===== src/rtl/ec_scalar_mult_ctrl.sv =====
// MSB-first double-and-add sequencer for a shared combinational projective point ALU.
// Define SCALAR_CT_EN for the constant-time ladder (ADD after every DBL, unset bits go to a dummy register).
module ec_scalar_mult_ctrl #(
   parameter int              KW     = 8,
   parameter int              PW     = 12,
   parameter logic [PW-1:0]   INF_PT = 12'h010
) (
   input  logic          clk,
   input  logic          rst,
   input  logic          start,
   input  logic [KW-1:0] k,
   input  logic [PW-1:0] P,
   output logic          busy,
   output logic          done,
   output logic [PW-1:0] R,
   output logic          r_inf,
   output logic          alu_op,
   output logic [PW-1:0] alu_a,
   output logic [PW-1:0] alu_b,
   input  logic [PW-1:0] alu_r
);

   localparam int              IW      = (KW > 1) ? $clog2(KW) : 1;
   localparam logic [IW-1:0]   IDX_TOP = IW'(KW - 1);

   typedef enum logic [1:0] {S_IDLE, S_DBL, S_ADD, S_DONE} state_t;

   state_t        state, state_nxt;
   logic [KW-1:0] kq, kq_nxt;
   logic [PW-1:0] pq, pq_nxt;
   logic [PW-1:0] q, q_nxt;
   logic          inf, inf_nxt;
   logic [IW-1:0] idx, idx_nxt;
   logic [PW-1:0] r_reg, r_nxt;
   logic          r_inf_reg, r_inf_nxt;
   logic          finish;
`ifdef SCALAR_CT_EN
   logic [PW-1:0] d_reg, d_nxt;
`endif

   assign alu_a = q;
   assign alu_b = pq;
   assign R     = r_reg;
   assign r_inf = r_inf_reg;

   always_ff @(posedge clk) begin
      if (rst) begin
         state     <= S_IDLE;
         kq        <= '0;
         pq        <= '0;
         q         <= '0;
         inf       <= 1'b1;
         idx       <= '0;
         r_reg     <= INF_PT;
         r_inf_reg <= 1'b1;
`ifdef SCALAR_CT_EN
         d_reg     <= '0;
`endif
      end else begin
         state     <= state_nxt;
         kq        <= kq_nxt;
         pq        <= pq_nxt;
         q         <= q_nxt;
         inf       <= inf_nxt;
         idx       <= idx_nxt;
         r_reg     <= r_nxt;
         r_inf_reg <= r_inf_nxt;
`ifdef SCALAR_CT_EN
         d_reg     <= d_nxt;
`endif
      end
   end

   // While Q is infinity the ALU result is ignored: doubling keeps infinity, the first add loads P.
   always_comb begin
      state_nxt = state;
      kq_nxt    = kq;
      pq_nxt    = pq;
      q_nxt     = q;
      inf_nxt   = inf;
      idx_nxt   = idx;
      r_nxt     = r_reg;
      r_inf_nxt = r_inf_reg;
      finish    = 1'b0;
      busy      = 1'b0;
      done      = 1'b0;
      alu_op    = 1'b0;
`ifdef SCALAR_CT_EN
      d_nxt     = d_reg;
`endif
      case (state)
         S_IDLE, S_DONE: begin
            done = (state == S_DONE);
            if (start) begin
               kq_nxt    = k;
               pq_nxt    = P;
               inf_nxt   = 1'b1;
               idx_nxt   = IDX_TOP;
               state_nxt = S_DBL;
            end else begin
               state_nxt = S_IDLE;
            end
         end
         S_DBL: begin
            busy   = 1'b1;
            alu_op = 1'b1;
            if (!inf) q_nxt = alu_r;
`ifdef SCALAR_CT_EN
            state_nxt = S_ADD;
`else
            if (kq[idx])          state_nxt = S_ADD;
            else if (idx == '0)   finish = 1'b1;
            else begin
               idx_nxt   = idx - 1'b1;
               state_nxt = S_DBL;
            end
`endif
         end
         S_ADD: begin
            busy = 1'b1;
`ifdef SCALAR_CT_EN
            if (kq[idx]) begin
               if (inf) begin
                  q_nxt   = pq;
                  inf_nxt = 1'b0;
               end else begin
                  q_nxt = alu_r;
               end
            end else begin
               d_nxt = inf ? pq : alu_r;
            end
`else
            if (inf) begin
               q_nxt   = pq;
               inf_nxt = 1'b0;
            end else begin
               q_nxt = alu_r;
            end
`endif
            if (idx == '0) finish = 1'b1;
            else begin
               idx_nxt   = idx - 1'b1;
               state_nxt = S_DBL;
            end
         end
         default: state_nxt = S_IDLE;
      endcase
      // Capture the final accumulator on the way into DONE so R is valid alongside the done pulse.
      if (finish) begin
         state_nxt = S_DONE;
         r_nxt     = inf_nxt ? INF_PT : q_nxt;
         r_inf_nxt = inf_nxt;
      end
   end

endmodule


===== config.mk =====
export PLATFORM = sky130hd
export DESIGN_NAME = ec_scalar_mult_ctrl
export DESIGN_NICKNAME = d
export VERILOG_FILES = /design/src/rtl/ec_scalar_mult_ctrl.sv
export SDC_FILE = /design/constraint.sdc
export NUM_CORES = 1
export LEC_CHECK = 0
export ABC_AREA = 1
export CORE_MARGIN = 5
export CORE_UTILIZATION = 45
export DETAILED_ROUTE_END_ITERATION = 8
export PLACE_DENSITY = 0.79
export SLEW_MARGIN = 5
export SYNTH_ARGS = -nofsm -noshare
export SYNTH_HDL_FRONTEND = slang
export SYNTH_SLANG_ARGS = --single-unit

===== constraint.sdc =====
create_clock -name clk -period 2.4 [get_ports clk]
set_input_delay 0.6 -clock clk [delete_from_list [all_inputs] [get_ports clk]]
set_output_delay 0.6 -clock clk [all_outputs]
set_load 0.02 [all_outputs]

## Word-level counts from Yosys, hierarchy flattened

Cells that the tools add are included.

| word-level totals | value |
|---|---|
| output and inout port bits | 40 |
| register bits after elaboration | 51 |

| operators by class | value |
|---|---|
| equality and inequality tests | 5 |
| reduce and logical (&&, ||, !) cells | 6 |
| add/sub/neg operators | 1 |
| order comparisons | 1 |
| multiplexer cells | 23 |

Operators by type and width:

| cell | count |
|---|---|
| $mux 12 | 3 |
| $pmux 12 s2 | 1 |
| $mux 3 | 3 |
| $pmux 3 s3 | 1 |
| $mux 1 | 8 |
| $mux 2 | 3 |
| $pmux 2 s3 | 1 |
| $eq 2x2->1 const B | 2 |
| $lt 3x4->1 const B | 1 |
| $ne 2x2->1 const B | 2 |
| $pmux 1 s2 | 2 |
| $reduce_and 2->1 | 2 |
| $reduce_or 2->1 | 2 |
| $bmux 1 s3 | 1 |
| $logic_not 3->1 | 1 |
| $sub 3x1->3 const B | 1 |
| $eq 2x1->1 const B | 1 |
| $logic_not 2->1 | 1 |

## Logic depth before layout (Yosys ltp)

| depth | value |
|---|---|
| depth in word-level cells | 5 |
| depth in mapped cells | 12 |

## Worst setup path after synthesis

Ideal clock, no wire load.

| path | value |
|---|---|
| path type | register to output |
| start point | register state[0] |
| end point | output busy |
| buffers on the path | 1 |
| stages on the path, launching flop included | 5 |
| path slack | 0.568 ns |
| required time | 1.800 ns |
| data arrival time | 1.232 ns |
| cell sequence | dfxtp_1 -> inv_1 -> ha_1 -> inv_2 -> clkbuf_1 |

| on the way | value |
|---|---|
| word-level cells in the longest chain between the ends | 3 |
| elaborated cells between the ends (all ways) | 4 |
| classes of those cells | eq/ne: 2; mux: 1; reduce/logical: 1 |

Ends and longest elaborated chain:

| item | RTL line | text |
|---|---|---|
| start: declaration | 28 | `state_t state, state_nxt;` |
| start signal: assignment | 60 | `state <= state_nxt;` |
| $eq 2x2->1 or $eq 2x1->1 (tied branches) | 91 | `case (state)` |
| $reduce_or 2->1 (no source line) (*) | - |  |
| $mux 1 (*) | 91 |  |
| end: declaration | 13 | `output logic busy,` |

Every way passes the cells marked *; elsewhere a longest branch is shown, timed or not.

## Worst setup path in the final report

| path | value |
|---|---|
| start point | register state[0] |
| end point | output alu_op |

| on the way | value |
|---|---|
| word-level cells in the longest chain between the ends | 2 |

Ends and longest elaborated chain:

| item | RTL line | text |
|---|---|---|
| $eq 2x1->1 | 91 |  |
| $mux 1 | 91 |  |
| end: declaration | 17 | `output logic alu_op,` |

Every way passes these cells.

==> flow_metrics.env <==
export IMPL_skew_ns=0.003876
export IMPL_grt_ovfl_total=0
export IMPL_r2r_slack_ns=0.19
export IMPL_path_cells="ha_2, clkdlybuf4s50_1"
export IMPL_slowest_delay_ns=0.67
export IMPL_start_kind="flop"
export IMPL_multi_input_area_sq_um=1270
export IMPL_fmaxAchievable_mhz=431.8
export IMPL_synth_distinct_cells=24
export IMPL_swShare=0.3249
export IMPL_critPathKind="reg -> out"
export IMPL_area_growth_pct=34.55
export IMPL_p_leak_nw=1.488
export IMPL_wl_um=6747
export IMPL_cts_tree="yes"
export IMPL_synth_cells=373
export IMPL_wire_per_inst_um=13.15
export IMPL_diodes=0
export IMPL_antenna_left=0
export IMPL_final_nets=480
export IMPL_fin_crit_ns=2.316
export IMPL_place_ws_ns=0.2575
export IMPL_via_per_inst=5.107
export IMPL_hold_viol_final=0
export IMPL_ir_drop_mv=0.3066
export IMPL_grt_max_degree=30
export IMPL_hold_start="kq[6]"
export IMPL_worstMarginPinSlew_ns=0.4662
export IMPL_clock_sinks=51
export IMPL_finalNonFillerCells=513
export IMPL_start_util=0.4618
export IMPL_p_per_area_nw_per_um2=616.5
export IMPL_final_layout_size_suffix_gt1_frac=0.07483
export IMPL_seq_power_share=0.456
export IMPL_path_clk_slew_ns=0.09
export IMPL_setup_ws_ns=0.08402
export IMPL_die_area_sq_um=7216
export IMPL_synth_seq_area_share=0.4040
export IMPL_critical_path_required_ns=1.80
export IMPL_core_sq_um=5473
export IMPL_dp_hpwl_um=4963
export IMPL_tns_ns=0
export IMPL_hold_end="kq[6]"
export IMPL_maxSlewHeadroom=0.6892
export IMPL_syn_area_per_cell_sq_um=6.776
export IMPL_cts_max_level=2
export IMPL_drtIter0Drc=176
export IMPL_crit_fanout=10
export IMPL_fin_crit_sh=0.9650
export IMPL_hold_class="reg -> reg"
export IMPL_syn_area_sq_um=2527
export IMPL_drv_slew=0
export IMPL_synth_area_leader_cell="dfxtp_1"
export IMPL_top_level_ports=75
export IMPL_cp_data_arrival_time_ns=1.72
export IMPL_p_int_mw=1.415
export IMPL_die_width_um=84.95
export IMPL_clk_latency_ns=0.31
export IMPL_critPathCaptureType="primary output"
export IMPL_crit_family="buffers and inverters"
export IMPL_fill_cells=496
export IMPL_grt_pass1_vias=2461
export IMPL_cap_viol_max_count=0
export IMPL_globalRouteTotalUtil=0.1893
export IMPL_crit_path_top_delay_cell="clkdlybuf4s50_1"
export IMPL_synth_top_area_share=0.4040
export IMPL_cts_root_buf="clkbuf_8"
export IMPL_synth_seq_cells=51
export IMPL_portBuffers=74
export IMPL_worstReg2RegEnd="R[0]"
export IMPL_reg2reg_depth=10
export IMPL_worst_path_buf_inv=1
export IMPL_register_area_sq_um=1021
export IMPL_row_count=27
export IMPL_clockBufferDepth=2
export IMPL_rsz0062_at_grt="no"
export IMPL_min_path_cells=2
export IMPL_p_switching_mw=0.6811
export IMPL_drc=0
export IMPL_gp_congestion=0.9212
export IMPL_rr_startpoint="state[0]"
export IMPL_pwr_share_comb=0.285
export IMPL_numCtsBuffers=5
export IMPL_dp_cells=505
export IMPL_grt_pass1_wl_um=11300
export IMPL_firstDrtPassIters=4
export IMPL_design_area_sq_um=3401
export IMPL_setup_viol=0
export IMPL_dpl_cell_area_sq_um=3294
export IMPL_syn_nets=413
export IMPL_chipHeight_um=84.95
export IMPL_status="finished, final reports clean"
export IMPL_yosysWarnings=0
export IMPL_vias=2620
export IMPL_antenna_found_initial=0
export IMPL_synthTopCellsByArea="dfxtp_1, nand2_1, nor2_1"
export IMPL_clkPwrFrac=0.259
[tightest hold or removal path: stages, from the launching register on]
cell and delay [ns]:
dfxtp_1 0.31, inv_1 0.06, a21oi_1 0.06
[cells by family (layout without fill, tap and decap cells)]
kind of cell	after synthesis	count (layout)	synth area share
flip-flops	51	51	0.4040
adder cells (fa/ha/maj)	5	5	0.02475
AND/OR/NAND/NOR	218	218	0.3822
buffers and inverters	56	124	0.09654
AO/OA/AOI/OAI	43	43	0.09258
[placed cells by master (no fill, tap or decap)]
cell,n
a21boi_0,4
a21boi_1,1
a21oi_1,13
a21oi_2,1
buf_4,6
clkbuf_1,1
clkbuf_8,7
clkdlybuf4s50_1,73
dfxtp_1,51
dlygate4sd2_1,1
ha_1,4
ha_2,1
inv_1,30
inv_2,6
nand2_1,105
nand2_4,1
nand3_1,36
nand3_2,2
nand3_4,2
nand4_1,14
nor2_1,50
nor2_4,1
o21ai_0,23
o21bai_1,1
or2_1,1
or2_2,6
[cell usage after synthesis]
cell type and number:
buf_4 1, inv_2 6, buf_2 6, nor2_4 1, a21boi_0 4, or2_1 1, a21oi_1 13, o21ai_0 23
nand3_1 36, o21bai_1 1, nand3_2 2, nand4_1 14, or2_2 6, a21oi_2 1, nand3_4 2, nand2_1 105
ha_1 5, buf_6 3, a21boi_1 1, dfxtp_1 51, inv_1 30, clkbuf_1 10, nand2_2 1, nor2_1 50
[what timing repair did]
action | in CTS | in global routing
setup endpoints to repair | 2 | 2
hold buffers | 0 | 0
buffers inserted | 0 | 0
gates resized for setup | 2 | 1
[through the flow]
stage	power, mW	util	hold slack (ns)
2_1_floorplan	1.356	-	0.4289
3_3_place_gp	1.549	0.6020	0.4419
3_5_place_dp	1.565	0.6020	0.4456
4_1_cts	2.108	0.6205	0.4590
5_1_grt	2.207	0.6214	0.4742
6_report	2.096	0.6214	0.4576
[power by group through the flow]
stage / clock network, mW / logic [mW] / registers (mW)
global placement: 0 / 0.576 / 0.973
detailed placement: 0 / 0.589 / 0.976
finish: 0.543 / 0.597 / 0.956
floorplan: 0 / 0.346 / 1.01
CTS: 0.560 / 0.592 / 0.956
global route: 0.588 / 0.656 / 0.964
[how the worst max path moves through the flow]
stage | from | endpoint | slack [ns] | depth (start not counted)
after floorplan | state[0] | busy | 0.57 | 4
after global placement | state[0] | busy | 0.34 | 4
after detailed placement | state[0] | R[0] | 0.26 | 10
after CTS | state[0] | alu_op | 0.08 | 2
after global routing | state[0] | R[3] | 0.004 | 10
final | state[0] | alu_op | 0.08 | 2
[cell type report]
cell class,instances,share of cell area
flip-flops and latches,51,0.3002
clock buffers,8,0.02943
repair buffers,80,0.2307
inverters,36,0.03974
well taps,72,0.02649
multi-input cells,266,0.3734
[metal layers]
layer | global-route usage | vias up | share of wire | wire, um
met5 | 0 | - | 0 | 0
met4 | 0.05899 | 0 | 0.020 | 133
met3 | 0.04078 | 15 | 0.070 | 469
met2 | 0.3432 | 100 | 0.51 | 3423
met1 | 0.2207 | 1185 | 0.40 | 2720
li1 | - | 1320 | - | -
Power figures use the tool's default switching activity.
